$ cat src/rtl/alu_ctrl_pkg.sv
`default_nettype none
// +------------------------------------------------------------------+
// | alu_ctrl_pkg                                                     |
// | Shared ALU-control encodings, ALUOp codes and stage state type.  |
// | Revision: 1.0                                                    |
// +------------------------------------------------------------------+
package alu_ctrl_pkg;

  localparam int LAT_MAX = 16;
  localparam int CNT_W   = 4;

  localparam logic [4:0] OP_AND     = 5'b00000;
  localparam logic [4:0] OP_OR      = 5'b00001;
  localparam logic [4:0] OP_ADD     = 5'b00010;
  localparam logic [4:0] OP_XOR     = 5'b00011;
  localparam logic [4:0] OP_SLL     = 5'b00100;
  localparam logic [4:0] OP_SRL     = 5'b00101;
  localparam logic [4:0] OP_SUB     = 5'b00110;
  localparam logic [4:0] OP_SRA     = 5'b00111;
  localparam logic [4:0] OP_SLT     = 5'b01000;
  localparam logic [4:0] OP_SLTU    = 5'b01001;
  localparam logic [4:0] OP_INVALID = 5'b11111;

  localparam logic [1:0] ALUOP_MEM    = 2'b00;
  localparam logic [1:0] ALUOP_BRANCH = 2'b01;
  localparam logic [1:0] ALUOP_RTYPE  = 2'b10;
  localparam logic [1:0] ALUOP_ITYPE  = 2'b11;

  typedef enum logic [1:0] {
    EMPTY = 2'd0,
    WAIT  = 2'd1,
    FULL  = 2'd2
  } state_t;

  // Base integer funct3 table; the shift-right entry is chosen by the caller.
  function automatic logic [4:0] base_op(input logic [2:0] funct3, input logic arith);
    case (funct3)
      3'b000:  base_op = OP_ADD;
      3'b001:  base_op = OP_SLL;
      3'b010:  base_op = OP_SLT;
      3'b011:  base_op = OP_SLTU;
      3'b100:  base_op = OP_XOR;
      3'b101:  base_op = arith ? OP_SRA : OP_SRL;
      3'b110:  base_op = OP_OR;
      default: base_op = OP_AND;
    endcase
  endfunction

endpackage
`default_nettype wire

$ cat src/rtl/alu_ctrl_decode.sv
`default_nettype none
// +------------------------------------------------------------------+
// | alu_ctrl_decode                                                  |
// | Combinational ALUOp/funct3/funct7 decode to a 5-bit op select.   |
// | Revision: 1.0                                                    |
// +------------------------------------------------------------------+
module alu_ctrl_decode
  import alu_ctrl_pkg::*;
#(
  parameter bit ENABLE_M = 1'b1
) (
  input  logic [1:0] alu_op,
  input  logic [2:0] funct3,
  input  logic       funct7_5,
  input  logic       funct7_0,
  output logic [4:0] op_choice,
  output logic       illegal,
  output logic       is_mul,
  output logic       is_div
);

  always_comb begin
    op_choice = OP_INVALID;
    is_mul    = 1'b0;
    is_div    = 1'b0;
    case (alu_op)
      ALUOP_MEM:    op_choice = OP_ADD;
      ALUOP_BRANCH: op_choice = OP_SUB;
      ALUOP_RTYPE: begin
        if (funct7_0) begin
          // Without the M extension these encodings stay OP_INVALID.
          if (ENABLE_M) begin
            op_choice = {2'b10, funct3};
            is_mul    = ~funct3[2];
            is_div    = funct3[2];
          end
        end else if (!funct7_5) begin
          op_choice = base_op(funct3, 1'b0);
        end else if (funct3 == 3'b000) begin
          op_choice = OP_SUB;
        end else if (funct3 == 3'b101) begin
          op_choice = OP_SRA;
        end
      end
      default:      op_choice = base_op(funct3, funct7_5 && (funct3 == 3'b101));
    endcase
  end

  assign illegal = (op_choice == OP_INVALID);

endmodule
`default_nettype wire

$ cat src/rtl/alu_ctrl_seq.sv
`default_nettype none
// +------------------------------------------------------------------+
// | alu_ctrl_seq                                                     |
// | Registered ALU-control stage with handshake and M-op hold.       |
// | Revision: 1.0                                                    |
// +------------------------------------------------------------------+
module alu_ctrl_seq
  import alu_ctrl_pkg::*;
#(
  parameter bit ENABLE_M = 1'b1,
  parameter int MUL_LAT  = 2,
  parameter int DIV_LAT  = 8
) (
  input  logic       clk,
  input  logic       rst_n,
  input  logic       flush,
  input  logic       in_valid,
  output logic       in_ready,
  input  logic [1:0] alu_op,
  input  logic [2:0] funct3,
  input  logic       funct7_5,
  input  logic       funct7_0,
  output logic       out_valid,
  input  logic       out_ready,
  output logic [4:0] op_choice,
  output logic       illegal,
  output logic       busy
);

  localparam logic [CNT_W-1:0] c_mul_init = (MUL_LAT > 1) ? CNT_W'(MUL_LAT - 2) : '0;
  localparam logic [CNT_W-1:0] c_div_init = (DIV_LAT > 1) ? CNT_W'(DIV_LAT - 2) : '0;

  state_t           r_state, w_state_nxt;
  logic [CNT_W-1:0] r_cnt, w_cnt_nxt;
  logic [4:0]       r_op;
  logic             r_illegal;
  logic [4:0]       w_dec_op;
  logic             w_dec_ill, w_is_mul, w_is_div;
  logic             w_accept, w_load, w_clear;

  alu_ctrl_decode #(
    .ENABLE_M (ENABLE_M)
  ) u_decode (
    .alu_op    (alu_op),
    .funct3    (funct3),
    .funct7_5  (funct7_5),
    .funct7_0  (funct7_0),
    .op_choice (w_dec_op),
    .illegal   (w_dec_ill),
    .is_mul    (w_is_mul),
    .is_div    (w_is_div)
  );

  // out_ready -> in_ready is the only combinational input-to-output path.
  assign in_ready  = (r_state == EMPTY) || ((r_state == FULL) && out_ready);
  assign out_valid = (r_state == FULL);
  assign busy      = (r_state == WAIT);
  assign op_choice = r_op;
  assign illegal   = r_illegal;
  assign w_accept  = in_valid && in_ready;

  always_comb begin
    w_state_nxt = r_state;
    w_cnt_nxt   = r_cnt;
    w_load      = 1'b0;
    w_clear     = 1'b0;
    if (flush) begin
      w_state_nxt = EMPTY;
      w_cnt_nxt   = '0;
      w_clear     = 1'b1;
    end else if (w_accept) begin
      w_load = 1'b1;
      if (w_is_mul && (MUL_LAT > 1)) begin
        w_state_nxt = WAIT;
        w_cnt_nxt   = c_mul_init;
      end else if (w_is_div && (DIV_LAT > 1)) begin
        w_state_nxt = WAIT;
        w_cnt_nxt   = c_div_init;
      end else begin
        w_state_nxt = FULL;
        w_cnt_nxt   = '0;
      end
    end else begin
      case (r_state)
        WAIT: begin
          if (r_cnt == '0) w_state_nxt = FULL;
          else             w_cnt_nxt   = r_cnt - CNT_W'(1);
        end
        FULL: begin
          if (out_ready) w_state_nxt = EMPTY;
        end
        default: ;
      endcase
    end
  end

  always_ff @(posedge clk or negedge rst_n) begin
    if (!rst_n) begin
      r_state   <= EMPTY;
      r_cnt     <= '0;
      r_op      <= OP_INVALID;
      r_illegal <= 1'b0;
    end else begin
      r_state <= w_state_nxt;
      r_cnt   <= w_cnt_nxt;
      if (w_clear) begin
        r_op      <= OP_INVALID;
        r_illegal <= 1'b0;
      end else if (w_load) begin
        r_op      <= w_dec_op;
        r_illegal <= w_dec_ill;
      end
    end
  end

endmodule
`default_nettype wire

$ cat config.mk
export PLATFORM = sky130hd
export DESIGN_NAME = alu_ctrl_seq
export DESIGN_NICKNAME = d
export VERILOG_FILES = /design/src/rtl/alu_ctrl_pkg.sv /design/src/rtl/alu_ctrl_decode.sv /design/src/rtl/alu_ctrl_seq.sv
export SDC_FILE = /design/constraint.sdc
export NUM_CORES = 1
export LEC_CHECK = 0
export CAP_MARGIN = 25
export CORE_UTILIZATION = 52
export DETAILED_ROUTE_END_ITERATION = 8
export GPL_TIMING_DRIVEN = 0
export PLACE_DENSITY_LB_ADDON = 0.08
export REMOVE_ABC_BUFFERS = 1
export SETUP_SLACK_MARGIN = 0.15
export SYNTH_ARGS = -nofsm -noshare
export SYNTH_HDL_FRONTEND = slang
export SYNTH_SLANG_ARGS = --single-unit
$ cat constraint.sdc
create_clock -name clk -period 3.5 [get_ports clk]
set_clock_uncertainty 0.15 [all_clocks]
set_input_delay 0.7 -clock clk [delete_from_list [all_inputs] [get_ports clk]]
set_output_delay 0.7 -clock clk [all_outputs]
set_load 0.05 [all_outputs]
==> results of run 1 <==
[Yosys cell counts (all sizes together)]
| cell | count |
|---|---|
| inv | 9 |
| o21ai | 9 |
| dfrtp | 7 |
| nor3 | 7 |
| nor2 | 6 |
| a21oi | 5 |
| buf | 5 |
| dfstp | 5 |
| nand3 | 5 |
| a31oi | 3 |
| nand2 | 3 |
| o2111ai | 3 |
| xnor2 | 3 |
| a221oi | 2 |
| and2b | 2 |
| ha | 2 |
| nand2b | 2 |
| a21o | 1 |
| a221o | 1 |
| and2 | 1 |
| and3 | 1 |
| and3b | 1 |
| clkbuf | 1 |
| mux2i | 1 |
| nand4 | 1 |
| nor2b | 1 |
| nor3b | 1 |
| nor4b | 1 |
| o21a | 1 |
| o21bai | 1 |
| o221ai | 1 |
| or2 | 1 |
| or3 | 1 |
| xor2 | 1 |
[logic make-up (layout without fill, tap and decap cells)]
| family | after synthesis | after routing | share of synthesized area, % |
|---|---|---|---|
| simple gates | 34 | 34 | 26.4 |
| compound gates | 27 | 27 | 20.7 |
| buf+inv | 15 | 33 | 8.89 |
| flops | 12 | 12 | 35.2 |
| xor+xnor | 4 | 4 | 4.88 |
| fa+ha+maj | 2 | 2 | 2.87 |
| mux | 1 | 1 | 1.15 |
[layout make-up]
type                       count  area [sq um]
multi-input combinational     68           488
timing repair buffer          20           200
sequential                    12           307
fill                         129           467
tap                           16          20.0
clock buffer                   4          26.3
inverter                       9          33.8
[state kept, by name, indices dropped and copies added (netlist names)]
register / count
r_state: 2
r_cnt: 4
op_choice: 5
illegal: 1
[report_power, final]
| part | internal [mW] | total [mW] | switching (mW) |
|---|---|---|---|
| Combinational | 0.0450 | 0.112 | 0.0673 |
| Sequential | 0.150 | 0.157 | 0.00647 |
| Clock | 0.0442 | 0.0928 | 0.0486 |
[worst paths after layout]
path | slack (ns) | end | startpoint
max in group asynchronous | 2.21 | op_choice[3] | rst_n
min | 0.37 | illegal | illegal
min in group asynchronous | 0.61 | r_cnt[0] | rst_n
min reg2reg | 0.37 | illegal | illegal
max | 0.44 | in_ready | out_ready
max reg2reg | 1.83 | r_cnt[2] | r_cnt[0]
[layer usage]
layer  global-route usage (%)  wire [um]  vias to the layer above
li1                         -          -                      376
met1                     30.0        903                      351
met2                     32.7        737                       19
met3                     3.40         65                        5
met4                     11.5         40                        0
met5                        0          0                        -
[worst max-delay path, delay by kind of cell]
kind                   cells  cell delay (ns)
buffers and inverters      2             1.24
AND/OR/NAND/NOR            2             0.27
==> results.md, run 1 <==
- Nets: 128
- Vias: 751
- Syn. warnings: 0
- Seq/Total Area, Yosys: 35.2%
- GRT Total Usage: 21.8%
- Critical-path top delay cell: clkdlybuf4s50_1
- I/O pins: 21
- Half-perimeter wire length after placement: 1310 um
- Setup ws final: 0.438 ns
- Min-Delay Path Class: reg2reg
- Hold path cells: 2
- CTS Buffer Depth: 2
- CTS sink count: 12
- Synth Cell Area: 872 sq um
- First-pass GRT wire length: 3020 um
- Leakage Power: 0.431 nW
- Leading area contributor after synthesis: dfrtp_1
- CTS tree: yes
- Synth area leaders: dfrtp_1, dfstp_2, o21ai_0, nor3_1, inv_1
- Design Area, Final: 1070 sq um
- PortBufs: 20
- Final hold slack: 0.370 ns
- Antenna violations before repair: 0
- Inst Count DP: 125
- Hold buffers post-CTS: 0
- ANT cells: 0
- Synth top area share: 20.1%
- Synthesized area per cell: 9.18 sq um
- Residual DRC: 0
- Total negative slack: 0 ns
- GP Congestion: 0.811
- DR WL/cell: 13.5 um
- Area growth syn-to-layout: 23.2%
- Row Count: 14
- PwrDens: 337 nW/um^2
- Clock transition at path regs: 0.07 ns
- Initial Util: 56.6%
- Most frequent cells in the layout: clkdlybuf4s50_1, o21ai_0, inv_1, dfrtp_1
- Max stage delay on crit path: 0.79 ns
- Synthesized netlist cell count: 95
- # resized after CTS: 0
- Outcome: complete, no violations
- Die height: 43.0 um
- Vias in the first global route: 710
- Fin. max-slew vios: 0
- Initial detailed-routing violation count: 15
- Reg2Reg Depth: 6
- Setup WS pre-CTS: 0.441 ns
- Crit path arrival time: 2.21 ns
- Worst-path cell chain: clkdlybuf4s50_1, nand2b_2, and2_1, clkdlybuf4s50_1
- Normalized max-slew margin: 64.2%
- Htree depth: 1
- Post-route insts no fill: 129
- Worst path most repeated cell: clkdlybuf4s50_1
- Die W: 43.0 um
- CORE AREA: 1540 sq um
- Worst Setup End Kind: primary output
- Crit Path Max Fanout: 4
- Critical path class: in2out
- Maxcap violations: 0
- Drt first pass iters: 4
- Cts bufs inserted: 3
- Max frequency: 327 MHz
- Share of layout cells above drive strength 1: 16.8%
- PnR Total Power: 0.362 mW
- Final min period: 3.06 ns
- DP Area: 1050 sq um
- Total Wirelength: 1750 um
- Clock Tree Root: clkbuf_4
- Worst-Margin Slew: 0.536 ns
- Worst EP required: 2.65 ns
- Crit share post-route: 87.5%
- Worst vdd ir: 196 uV
- Distinct cells, synth: 42
- Commonest non-fill, non-tap cell in the layout: clkdlybuf4s50_1
- Largest net degree at the start of global routing: 14
- Startpoint types: primary input
- Setup Fix Bufs, Post-CTS: 0
- Die area: 1840 sq um
- RSZ-0062 raised after global routing: false
- Clk_lat worst skew: 0.28 ns
- # setup viols final: 0
- Yosys reg bits: 12
- Post-route ant nets: 0
- Final hold vios: 0
- Average vias per placed instance: 5.82
- Total grt overflow: 0
- Post-layout util: 69.7%
Power figures use the tool's default switching activity.
==> inputs of run 2 (changes only) <==
- CORE_ASPECT_RATIO: not set -> 0.75
- CORE_UTILIZATION: 52 -> 45
- HOLD_SLACK_MARGIN: not set -> 0.03
- SKIP_LAST_GASP: not set -> 1
==> run 2 against run 1 <==
Core utilization fell by 8.1 points. Routed wire length rose by 15%. Die area rose by 15%. Global-route usage rose by 0.72 points. Sequential power barely moved. Largest cell class unchanged. Worst setup slack got worse by 0.00068 ns. Critical path type unchanged. Cell count rose by 4.7%. Combinational power barely moved. Clock power rose by 21%. Count of clock-buffer cells in the layout did not move. Non-clock buffer count did not move. Highest routed layer unchanged. First-iteration DRC count rose by 13%.
==> results.md, run 2 (synthesized netlist as in run 1, its figures left out) <==
- Die height: 40.1 um (-6.6%)
- Crit path from: out_ready
- Vias in the first global route: 701 (-1.3%)
- Critical-path top delay cell: clkdlybuf4s50_1
- Normalized max-slew margin: 60.9% (-3.3 points)
- Worst R2R End: r_cnt[2]
- Final hold slack: 0.374 ns (+0.00431 ns)
- Crit Path Max Fanout: 4 (unchanged)
- PnR Total Power: 0.382 mW (+5.6%)
- GP Congestion: 0.867 (+6.9%)
- CORE AREA: 1770 sq um (+15%)
- Total grt overflow: 0 (unchanged)
- Clk_lat worst skew: 0.28 ns (about the same)
- WP buf/inv: 2 (unchanged)
- Critical path class: in2out
- Antenna violations before repair: 0 (unchanged)
- Leakage Power: 0.437 nW (+1.4%)
- Clock transition at path regs: 0.08 ns (about the same)
- Worst r2r src: r_cnt[0]
- # resized after CTS: 0 (unchanged)
- Max frequency: 327 MHz (about the same)
- CTS tree: yes
- Min-Delay Path Class: reg2reg
- Sequential share of power: 41.2% (-2.1 points)
- Max stage delay on crit path: 0.79 ns (about the same)
- Crit share post-route: 87.5% (about the same)
- Worst path top cell family by delay: buffers and inverters
- Max FFs per register: 5 (unchanged)
- Outcome: complete, no violations
- Share of layout cells above drive strength 1: 17.7% (+0.88 points)
- Worst EP required: 2.65 ns (about the same)
- Clock Power Share: 29.2% (+3.6 points)
- RSZ-0062 raised after global routing: false
- Internal power: 0.259 mW (+8.0%)
- Crit path arrival time: 2.21 ns (about the same)
- Clock Tree Root: clkbuf_4
- Maxcap violations: 0 (unchanged)
- ANT cells: 0 (unchanged)
- Post-layout util: 61.6% (-8.1 points)
- DP Area: 1060 sq um (+0.72%)
- Inst Count DP: 131 (+4.8%)
- Design Area, Final: 1090 sq um (+1.6%)
- Die area: 2120 sq um (+15%)
- Setup ws final: 0.438 ns (-0.000678 ns)
- Final hold vios: 0 (unchanged)
- R2r setup slk: 1.89 ns (+0.06 ns)
- PwrDens: 350 nW/um^2 (+3.9%)
- Startpoint types: primary input
- Worst vdd ir: 233 uV (+19%)
- Sw frac: 32.3% (-1.5 points)
- DR WL/cell: 14.9 um (+10%)
- Combinational share of power: 29.7% (-1.3 points)
- GRT Total Usage: 22.5% (+0.72 points)
- Net Switching: 0.124 mW (+0.99%)
- Hold buffers post-CTS: 0 (unchanged)
- Average vias per placed instance: 5.69 (-2.3%)
- Most frequent cells in the layout: clkdlybuf4s50_1, o21ai_0, inv_1, dfrtp_1
- Reg2Reg Depth: 6 (unchanged)
- Vias: 768 (+2.3%)
- Cts bufs inserted: 3 (unchanged)
- CTS sink count: 12 (unchanged)
- Critical path depth: 4 (unchanged)
- First-pass GRT wire length: 3240 um (+7.3%)
- Worst Setup End Kind: primary output
- Nets: 128 (unchanged)
- I/O pins: 21 (unchanged)
- Final min period: 3.06 ns (+0.000678 ns)
- Worst-path cell chain: clkdlybuf4s50_1, nand2b_2, and2_1, clkdlybuf4s50_1
- Worst-Margin Slew: 0.585 ns (+0.0497 ns)
- Initial Util: 49.2% (-7.4 points)
- Row Count: 13 (-1)
- Setup WS pre-CTS: 0.444 ns (+0.00219 ns)
- Drt first pass iters: 4 (unchanged)
- Die W: 52.8 um (+23%)
- Post-route insts no fill: 135 (+4.7%)
- Commonest non-fill, non-tap cell in the layout: clkdlybuf4s50_1
- Residual DRC: 0 (unchanged)
- CP Capture Point: in_ready
- CTS Buffer Depth: 2 (unchanged)
- Initial detailed-routing violation count: 17 (+2)
- Total negative slack: 0 ns (unchanged)
- Half-perimeter wire length after placement: 1480 um (+13%)
- Worst path most repeated cell: clkdlybuf4s50_1
- Post-route ant nets: 0 (unchanged)
- Htree depth: 1 (unchanged)
- PortBufs: 20 (unchanged)
- Setup Fix Bufs, Post-CTS: 0 (unchanged)
- Fin. max-slew vios: 0 (unchanged)
- Area growth syn-to-layout: 25.3%
- Largest net degree at the start of global routing: 14 (unchanged)
- # setup viols final: 0 (unchanged)
- Total Wirelength: 2010 um (+15%)
run 2: cell counts in the layout (fill, tap and decap cells not counted):
Identical to the previous run, type by type.
run 2: metal layers:
layer | wire (um) | track usage [%] | vias to the layer above
met1 | 971 | 29.3 | 366
met5 | 0 | 0 | -
met2 | 911 | 35.8 | 25
li1 | - | - | 375
met3 | 118 | 6.82 | 2
met4 | 11 | 7.89 | 0
run 2: power groups by stage:
stage,Sequential [mW],Clock [mW],Combinational (mW)
CTS,0.158,0.116,0.113
detailed placement,0.160,0,0.113
floorplan,0.178,0,0.0477
global placement,0.159,0,0.112
global route,0.159,0.118,0.123
finish,0.157,0.112,0.113
run 2: worst min path at each step:
stage                 start      end  slack, ns  cells after the start
floorplan             rst_n  illegal       0.25                      0
global placement    illegal  illegal       0.36                      2
detailed placement  illegal  illegal       0.37                      2
CTS                 illegal  illegal       0.38                      2
global route        illegal  illegal       0.40                      2
finish              illegal  illegal       0.37                      2
run 2: layout make-up:
type	instances	area [sq um]
fillers	178	681
inverters	9	33.8
repair buffers	20	200
clock buffers	4	36.3
flip-flops and latches	12	307
well taps	22	27.5
multi-input cells	68	488
run 2: worst reg2reg max path, delay by kind of cell, from the launching register on:
kind	cells	cell delay, ns
flip-flops	1	0.41
AO/OA/AOI/OAI	1	0.28
adder cells (fa/ha/maj)	1	0.16
buffers and inverters	1	0.09
AND/OR/NAND/NOR	3	0.40
==> inputs of run 3 (changes only) <==
- CTS_CLUSTER_DIAMETER: not set -> 40
==> results of run 3 <==
Same layout as run 2: the final DEF is identical, and so are final timing and power.
